### config.mk
export PLATFORM = sky130hd
export DESIGN_NAME = uart_tx_arbiter
export DESIGN_NICKNAME = d
export VERILOG_FILES = /design/src/rtl/uart_tx_arbiter_pkg.sv /design/src/rtl/uart_tx_arbiter_rr_pick.sv /design/src/rtl/uart_tx_arbiter.sv
export SDC_FILE = /design/constraint.sdc
export NUM_CORES = 1
export LEC_CHECK = 0
export BUFFER_PORTS_ARGS = -buffer_cell sky130_fd_sc_hd__buf_2
export CAP_MARGIN = 10
export CELL_PAD_IN_SITES_DETAIL_PLACEMENT = 1
export CELL_PAD_IN_SITES_GLOBAL_PLACEMENT = 1
export CORE_MARGIN = 2
export CORE_UTILIZATION = 42
export CTS_CLUSTER_SIZE = 40
export DETAILED_ROUTE_END_ITERATION = 16
export HOLD_SLACK_MARGIN = 0.1
export PLACE_DENSITY_LB_ADDON = 0.2
export SYNTH_ARGS = -nofsm -noshare
export SYNTH_HDL_FRONTEND = slang
export SYNTH_SLANG_ARGS = --single-unit
### constraint.sdc
create_clock -name clk_i -period 2.17 [get_ports clk_i]
set_clock_uncertainty 0.2 [all_clocks]
set_input_delay 0.434 -clock clk_i [delete_from_list [all_inputs] [get_ports clk_i]]
set_output_delay 0.434 -clock clk_i [all_outputs]
set_load 0.1 [all_outputs]
### src/rtl/uart_tx_arbiter_pkg.sv
// uart_tx_arbiter_pkg
//   Shared types and constants for the uart_tx arbiter.
//   uta_state_e : arbiter FSM states (IDLE, ISSUE, WAIT_DONE).
//   CNT_W       : width of the ISSUE timeout counter (covers BUSY_TIMEOUT up to 65535).
package uart_tx_arbiter_pkg;

  typedef enum logic [1:0] {
    UTA_IDLE  = 2'd0,
    UTA_ISSUE = 2'd1,
    UTA_WAIT  = 2'd2
  } uta_state_e;

  localparam int unsigned CNT_W = 16;

endpackage

### src/rtl/uart_tx_arbiter_rr_pick.sv
// rr_pick
//   Combinational round-robin picker. Scans ptr+1 .. ptr (mod N) and selects the
//   first asserted request. Generic so a future bus arbiter can reuse it.
//   req   in  N    request vector
//   ptr   in  IW   index of the most recent winner
//   grant out N    one-hot winner (0 when nothing requested)
//   idx   out IW   binary index of the winner (0 when nothing requested)
//   found out 1    at least one request is asserted
module rr_pick #(
  parameter int unsigned N  = 2,
  parameter int unsigned IW = (N > 1) ? $clog2(N) : 1
) (
  input  logic [N-1:0]  req,
  input  logic [IW-1:0] ptr,
  output logic [N-1:0]  grant,
  output logic [IW-1:0] idx,
  output logic          found
);

  // Rotating priority scan; the first hit after ptr wins and masks later hits.
  always_comb begin
    int unsigned   pos;
    logic          hit;
    logic [IW-1:0] sel;
    grant = '0;
    idx   = '0;
    found = 1'b0;
    pos   = 0;
    hit   = 1'b0;
    sel   = '0;
    for (int unsigned i = 1; i <= N; i++) begin
      pos        = (32'(ptr) + i) % N;
      sel        = IW'(pos);
      hit        = req[sel] & ~found;
      grant[sel] = grant[sel] | hit;
      idx        = hit ? sel : idx;
      found      = found | hit;
    end
  end

endmodule

### src/rtl/uart_tx_arbiter.sv
// uart_tx_arbiter
//   Shares one uart_tx transmitter among NUM_REQ byte requesters with round-robin
//   grants. The granted byte is latched and held on tx_byte_o until the frame ends.
//   clk_i        in   1          system clock
//   rst_ni       in   1          asynchronous active-low reset
//   req_valid_i  in   NUM_REQ    requester k has a byte pending
//   req_byte_i   in   8*NUM_REQ  byte of requester k at [8k+7:8k]
//   req_ready_o  out  NUM_REQ    one-cycle one-hot accept pulse
//   tx_byte_o    out  8          byte to uart_tx
//   tx_en_o      out  1          enable to uart_tx
//   tx_ready_i   in   1          uart_tx idle indication
//   grant_o      out  NUM_REQ    one-hot owner of the in-flight byte
//   busy_o       out  1          arbiter not idle
//   timeout_o    out  1          sticky: transmitter never went busy after an enable
module uart_tx_arbiter
  import uart_tx_arbiter_pkg::*;
#(
  parameter int unsigned NUM_REQ      = 2,
  parameter int unsigned BUSY_TIMEOUT = 255
) (
  input  logic                   clk_i,
  input  logic                   rst_ni,
  input  logic [NUM_REQ-1:0]     req_valid_i,
  input  logic [8*NUM_REQ-1:0]   req_byte_i,
  output logic [NUM_REQ-1:0]     req_ready_o,
  output logic [7:0]             tx_byte_o,
  output logic                   tx_en_o,
  input  logic                   tx_ready_i,
  output logic [NUM_REQ-1:0]     grant_o,
  output logic                   busy_o,
  output logic                   timeout_o
);

  localparam int unsigned      IW       = $clog2(NUM_REQ);
  localparam logic [IW-1:0]    PTR_RST  = IW'(NUM_REQ - 1);
  // The counter is compared against BUSY_TIMEOUT-1 so tx_en_o is high for
  // exactly BUSY_TIMEOUT cycles when the transmitter never responds.
  localparam logic [CNT_W-1:0] CNT_LAST = CNT_W'(BUSY_TIMEOUT - 1);
  localparam logic [CNT_W-1:0] CNT_MAX  = {CNT_W{1'b1}};

  uta_state_e       state_r;
  logic [IW-1:0]    rr_ptr_r;
  logic [CNT_W-1:0] cnt_r;

  logic [NUM_REQ-1:0] pick_grant_s;
  logic [IW-1:0]      pick_idx_s;
  logic               pick_found_s;
  logic [7:0]         pick_byte_s;

  rr_pick #(
    .N  (NUM_REQ),
    .IW (IW)
  ) u_rr_pick (
    .req   (req_valid_i),
    .ptr   (rr_ptr_r),
    .grant (pick_grant_s),
    .idx   (pick_idx_s),
    .found (pick_found_s)
  );

  assign pick_byte_s = req_byte_i[{pick_idx_s, 3'b000} +: 8];

  // Arbiter FSM with registered outputs, pointer and saturating timeout counter.
  always_ff @(posedge clk_i or negedge rst_ni) begin
    if (!rst_ni) begin
      state_r     <= UTA_IDLE;
      rr_ptr_r    <= PTR_RST;
      cnt_r       <= '0;
      req_ready_o <= '0;
      tx_byte_o   <= 8'h00;
      tx_en_o     <= 1'b0;
      grant_o     <= '0;
      busy_o      <= 1'b0;
      timeout_o   <= 1'b0;
    end else begin
      // Accept pulse lasts a single cycle.
      req_ready_o <= '0;
      case (state_r)
        UTA_IDLE: begin
          if (pick_found_s && tx_ready_i) begin
            tx_byte_o   <= pick_byte_s;
            grant_o     <= pick_grant_s;
            req_ready_o <= pick_grant_s;
            rr_ptr_r    <= pick_idx_s;
            cnt_r       <= '0;
            tx_en_o     <= 1'b1;
            busy_o      <= 1'b1;
            state_r     <= UTA_ISSUE;
          end else begin
            state_r <= UTA_IDLE;
          end
        end
        UTA_ISSUE: begin
          // A falling ready wins over a timeout on the same cycle.
          if (!tx_ready_i) begin
            tx_en_o <= 1'b0;
            state_r <= UTA_WAIT;
          end else if (cnt_r >= CNT_LAST) begin
            tx_en_o   <= 1'b0;
            timeout_o <= 1'b1;
            grant_o   <= '0;
            busy_o    <= 1'b0;
            state_r   <= UTA_IDLE;
          end else if (cnt_r != CNT_MAX) begin
            cnt_r <= cnt_r + 16'd1;
          end else begin
            cnt_r <= cnt_r;
          end
        end
        UTA_WAIT: begin
          if (tx_ready_i) begin
            grant_o <= '0;
            busy_o  <= 1'b0;
            state_r <= UTA_IDLE;
          end else begin
            state_r <= UTA_WAIT;
          end
        end
        default: begin
          tx_en_o <= 1'b0;
          grant_o <= '0;
          busy_o  <= 1'b0;
          state_r <= UTA_IDLE;
        end
      endcase
    end
  end

endmodule

==> impl_results.md, run 1 <==
* Status: finished, final reports clean
* Top Ports at 36
* Largest net degree at the start of global routing at 35
* Max Cap Viol at 0
* VDD IR max at 0.00102 V
* DRT antenna net count at 0
* DRC viols at 0
* Synthesized instance count at 162
* CTS max path bufs at 2
* DIE AREA at 4730 um^2
* CTS root buffer: clkbuf_8
* Clk slew on worst S/H paths at 70 ps
* Via count at 1449
* P per Cell Area at 1410 nW/um^2
* Crit path time final at 2060 ps
* DRT Pass-1 Iters at 4
* Clock latency on the worst-skew pair at 290 ps
* Hold WS at 245 ps
* First-pass GRT wire length at 7350 um
* Crit-path max cell delay at 400 ps
* H-tree levels at 2
* CP Cell Sequence: inv_1, ha_1, o211ai_1, buf_4, o211ai_4, nand2_1, a311o_1
* Worst-path maximum fanout at 14
* Slew of the pin with the lowest slew margin at 501 ps
* Sw frac at 0.515
* Ys Warns at 0
* Crit. End Element: flip-flop
* Die width at 68.7 um
* IO Port Bufs at 35
* Fin. Hold Viols at 0
* Total clock sinks at 34
* Synth Cell Area at 1760 um^2
* Share of cells above drive strength 1 at 0.317
* Commonest non-fill, non-tap cells in the layout: 35 x buf_2, 33 x dfrtp_1, 17 x nand2_1
* Sum Neg Setup Slack at 0 ps
* CP required at 2140 ps
* CTS tree: built
* Total CTS buffers at 5
* Mapped Nets at 189
* Slowest stage cell, crit path: o211ai_4
* Die height at 68.7 um
* Total grt overflow at 0
* Placement Setup Slack at 3.07 ps
* Nets at 234
* Number of flops mapped to enable cells by yosys at 0
* Initial antenna violation count at 0
* Synth top area cells: dfrtp_1 47%, mux2i_1 4.5%, ha_1 4.3%
* Placeable Area at 4030 um^2
* Net Switching at 0.00157 W
* Clock power share at 0.187
* Final RePlAce weighted congestion at 0.780
* Achievable frequency at 485 MHz
* Fillcell total at 467
* Pleak at 1.08 nW
* Number of synthesized register bits at 34
* Antenna cell count at 0
* Period utilization at 0.951
* Iteration-0 DRC count of the detailed router at 28
* CP delay by family, top: compound AO/OA/AOI/OAI gates
* Via density per instance at 5.62
* Row cnt at 23
* Drt wl/cell at 17.0 um
* CP bufs+invs at 2
* Top-area cell type share of the netlist area at 0.469
* Vias in the first global route at 1489
* Crit path kind: reg -> reg
* Hold/Removal Path Class: in -> reg
* Most common cell after layout, fill and taps aside: buf_2
* Drt total wl at 4380 um
* Final setup viols at 0
* Int Power at 0.00147 W
* DP HPWL at 3270 um
* Comb pwr share at 0.525
* GRT Total Usage at 0.214
* Flop pwr share at 0.288
* Final Max Tran Viols at 0
* Asr flop ratio synth at 1.00
* Synth area leader: dfrtp_1
* Yosys cell types at 46
* Setup crit start kind: flip-flop
* Sequential area share after synthesis at 0.484
* WP data arrival at 2030 ps
* Area Growth Syn to Fin at 22.3%
* Worst rel slew slack at 0.669
* Syn Area/Cell at 10.9 um^2
* Top_reg_cell synth: dfrtp_1
* Worst setup margin at 107 ps
* Initial Utilization at 0.437
[final timing paths]
path	slack, ps	cells after the start	end	from
max	110	7	grant_o[1]$_DFFE_PN0P_	cnt_r[0]$_DFFE_PN0P_
max reg2reg	110	7	grant_o[1]$_DFFE_PN0P_	cnt_r[0]$_DFFE_PN0P_
min in group asynchronous	500	3	tx_byte_o[6]$_DFFE_PN0P_	rst_ni
min	250	3	tx_byte_o[2]$_DFFE_PN0P_	req_byte_i[10]
min reg2reg	280	2	rr_ptr_r$_DFFE_PN1P_	rr_ptr_r$_DFFE_PN1P_
max in group asynchronous	930	3	rr_ptr_r$_DFFE_PN1P_	rst_ni
[Yosys cell counts, types with 5 or more instances]
cell,count
o21ai_0,10
ha_1,6
inv_1,7
mux2i_1,8
and2_1,6
o211ai_1,5
dfrtp_1,33
nand2_1,17
nor2_1,6
[logic make-up (layout without fill, tap and decap cells)]
logic type                 count (synthesis)  after routing  synth area share
buffers and inverters                     16             62            0.0483
adders and majority gates                  6              6            0.0426
AOI/OAI and AO/OA                         48             48             0.203
muxes                                      9              9            0.0519
DFF                                       34             34             0.484
and+or+nand+nor                           49             49             0.171
[per-stage QoR]
step	total power [W]	area (um^2)	instances	util
after CTS	0.00306	2140	257	0.532
after global placement	0.00244	2010	248	0.500
after global routing	0.00320	2150	258	0.534
final	0.00304	2150	258	0.534
after floorplan	0.00213	1760	162	-
after detailed placement	0.00248	2010	248	0.500
[routing by layer]
metal	vias up	track usage	share of wire
li1	684	-	-
met4	0	0.0784	0.012
met3	4	0.0487	0.028
met2	21	0.376	0.52
met5	-	0	0
met1	740	0.253	0.44
[final cells by class]
type                       instances  area [um^2]  share of cell area
timing repair buffer              47          268               0.124
sequential                        34          852               0.396
clock inverter                     3         40.0              0.0186
tap                               50         62.6              0.0291
clock buffer                       5         68.8              0.0320
inverter                           7         26.3              0.0122
multi-input combinational        112          836               0.388
[power by group through the flow]
stage	sequential (W)	clock [W]	combinational, W
3_5_place_dp	0.000891	0	0.00159
3_3_place_gp	0.000880	0	0.00156
5_1_grt	0.000903	0.000616	0.00168
2_1_floorplan	0.00171	0	0.000420
6_report	0.000877	0.000569	0.00160
4_1_cts	0.000879	0.000585	0.00160
[worst min-delay path: stages]
cell and delay (ps):
buf_2 70, mux2i_1 50, o21ai_0 130
[state kept, by name (all words and copies together) (netlist names)]
signal	flops
rr_ptr_r	1
cnt_r	16
grant_o	2
timeout_o	1
state_r	2
tx_byte_o	8
tx_en_o	1
busy_o	1
req_ready_o	2
[repair_timing]
| item | CTS | global route |
|---|---|---|
| setup buffers | 0 | 1 |
| gates resized for setup | 1 | 2 |
| setup endpoints to repair | 2 | 5 |
| pin swaps | 0 | 1 |
| hold buffers | 1 | 0 |
| hold endpoints to repair | 33 | 0 |
Power figures use the tool's default switching activity.
==> run 2, diff against run 1 <==
==> constraint.sdc (replaced) <==
create_clock -name clk_i -period 2.17 [get_ports clk_i]
set_clock_uncertainty 0.2 [all_clocks]
set_input_delay 0.217 -clock clk_i [delete_from_list [all_inputs] [get_ports clk_i]]
set_output_delay 0.217 -clock clk_i [all_outputs]
set_load 0.1 [all_outputs]
==> run 2 against run 1 <==
Net effect: sequential power up 1%; worst setup slack worse by 51 ps; clock power down 15%; highest routed layer unchanged; combinational power up 2%; die area unchanged; hold slack worse by 92 ps; cell area up 8.2%; count of clock-buffer cells in the layout up 2; maximum frequency down 2.4%; critical path depth up 1; via count up 7.8%; routed wire length up 19%.
==> impl_results.md, run 2 (synthesis results as in run 1) <==
* Placed cell count at 247
* Vias in the first global route at 1668
* Worst R2R Setup Slack at 60 ps
* Multi-input gate area at 852 um^2
* Final setup viols at 0
* Crit path time final at 2110 ps
* Fillcell total at 468
* Hold/Removal Path Class: in -> reg
* Busiest grt layer: met2
* Final Max Tran Viols at 0
* Fin. Hold Viols at 0
* Slew of the pin with the lowest slew margin at 774 ps
* Clk slew on worst S/H paths at 70 ps
* Total CTS buffers at 5
* Worst rel slew slack at 0.484
* VDD IR max at 0.000888 V
* RSZ-0062 raised after global routing: false
* GRT Total Usage at 0.242
* Most common cell after layout, fill and taps aside: buf_2
* DRT antenna net count at 0
* Share of cells above drive strength 1 at 0.291
* Largest register FFs at 16
* Crit. End Element: flip-flop
* Die height at 68.7 um
* DRC viols at 0
* Iteration-0 DRC count of the detailed router at 97
* Worst-path maximum fanout at 7
* Final RePlAce weighted congestion at 0.821
* Drt total wl at 5210 um
* Initial antenna violation count at 0
* Drt wl/cell at 18.8 um
* Biggest regs: cnt_r x16, tx_byte_o x8
* CTS max path bufs at 2
* Core Util, Final at 0.578
* Status: finished, final reports clean
* Antenna cell count at 0
* Setup crit start kind: flip-flop
* Total grt overflow at 0
* Top Ports at 36
* Met3 Use GR at 0.0390
* Placeable Area at 4030 um^2
* Max Cap Viol at 0
* Row cnt at 23
* CP required at 2130 ps
* Achievable frequency at 473 MHz
* DP HPWL at 3300 um
* Via count at 1562
* Register bank with the most flops: cnt_r
* Commonest non-fill, non-tap cells in the layout: 35 x buf_2, 33 x dfrtp_1, 18 x dlygate4sd3_1
* Period utilization at 0.974
* Area Growth Syn to Fin at 32.3%
* Pleak at 1.16 nW
* First-pass GRT wire length at 8190 um
* CTS tree: built
* DRT Pass-1 Iters at 4
* Clock latency on the worst-skew pair at 290 ps
* Crit path kind: reg -> reg
* Largest net degree at the start of global routing at 35
* DIE AREA at 4730 um^2
* Non-Filler Instances at 277
* P per Cell Area at 1290 nW/um^2
* CTS root buffer: clkbuf_8
* GR Util met1 at 0.289
* Grt met2 use at 0.419
* Die width at 68.7 um
* Initial Utilization at 0.437
* IO Port Bufs at 35
* Total clock sinks at 34
* Register Area at 852 um^2
* H-tree levels at 2
* Nets at 253
* WP data arrival at 2080 ps
* Via density per instance at 5.64
-- run 2: critical path, stage by stage (launching register included) --
cell,delay [ps]
dfrtp_1,420
inv_1,70
ha_1,200
o211ai_1,180
buf_4,180
o211ai_4,130
buf_4,190
o41ai_2,310
a2bb2oi_1,110
-- run 2: metrics by stage --
| stage | setup TNS [ps] | setup slack (ps) | power, W | hold WS, ps | cell area (um^2) |
|---|---|---|---|---|---|
| 6_report | 0 | 56.3 | 0.00301 | 153 | 2330 |
| 3_5_place_dp | -238 | -77.9 | 0.00248 | 139 | 2010 |
| 3_3_place_gp | 0 | 48.1 | 0.00243 | 121 | 2010 |
| 5_1_grt | 0 | 7.69 | 0.00316 | 162 | 2330 |
| 2_1_floorplan | 0 | 285 | 0.00213 | -279 | 1760 |
| 4_1_cts | -9.58 | -9.58 | 0.00301 | 158 | 2290 |
-- run 2: path summary, 6_finish.rpt --
check	startpoint	depth (start not counted)	endpoint
min	tx_ready_i	3	rr_ptr_r$_DFFE_PN1P_
max	cnt_r[0]$_DFFE_PN0P_	8	cnt_r[6]$_DFFE_PN0P_
max reg2reg	cnt_r[0]$_DFFE_PN0P_	8	cnt_r[6]$_DFFE_PN0P_
max in group asynchronous	rst_ni	2	grant_o[1]$_DFFE_PN0P_
min reg2reg	timeout_o$_DFFE_PN0P_	1	timeout_o$_DFFE_PN0P_
min in group asynchronous	rst_ni	2	tx_byte_o[4]$_DFFE_PN0P_
-- run 2: power breakdown --
group          internal, W  switching, W
combinational     0.000377       0.00126
sequential        0.000791     0.0000986
clock             0.000256      0.000231
total              0.00142       0.00159
-- run 2: routing by layer --
metal	wire (um)	vias to the layer above
met1	2170	791
met2	2740	32
met4	170	0
met5	0	-
li1	-	724
met3	129	15
-- run 2: cell type report --
type / instances / share of cell area
multi-input combinational: 113 / 0.366
sequential: 34 / 0.366
tap: 50 / 0.0269
inverter: 7 / 0.0113
timing repair buffer: 65 / 0.191
clock inverter: 1 / 0.00215
clock buffer: 7 / 0.0371
-- run 2: timing repair --
item,in CTS,in global routing
setup endpoints to repair,4,15
setup buffers,0,3
hold buffers,18,0
pin swaps,1,2
gates resized for setup,2,3
cloned,0,1
endpoints found under the hold margin,42,0
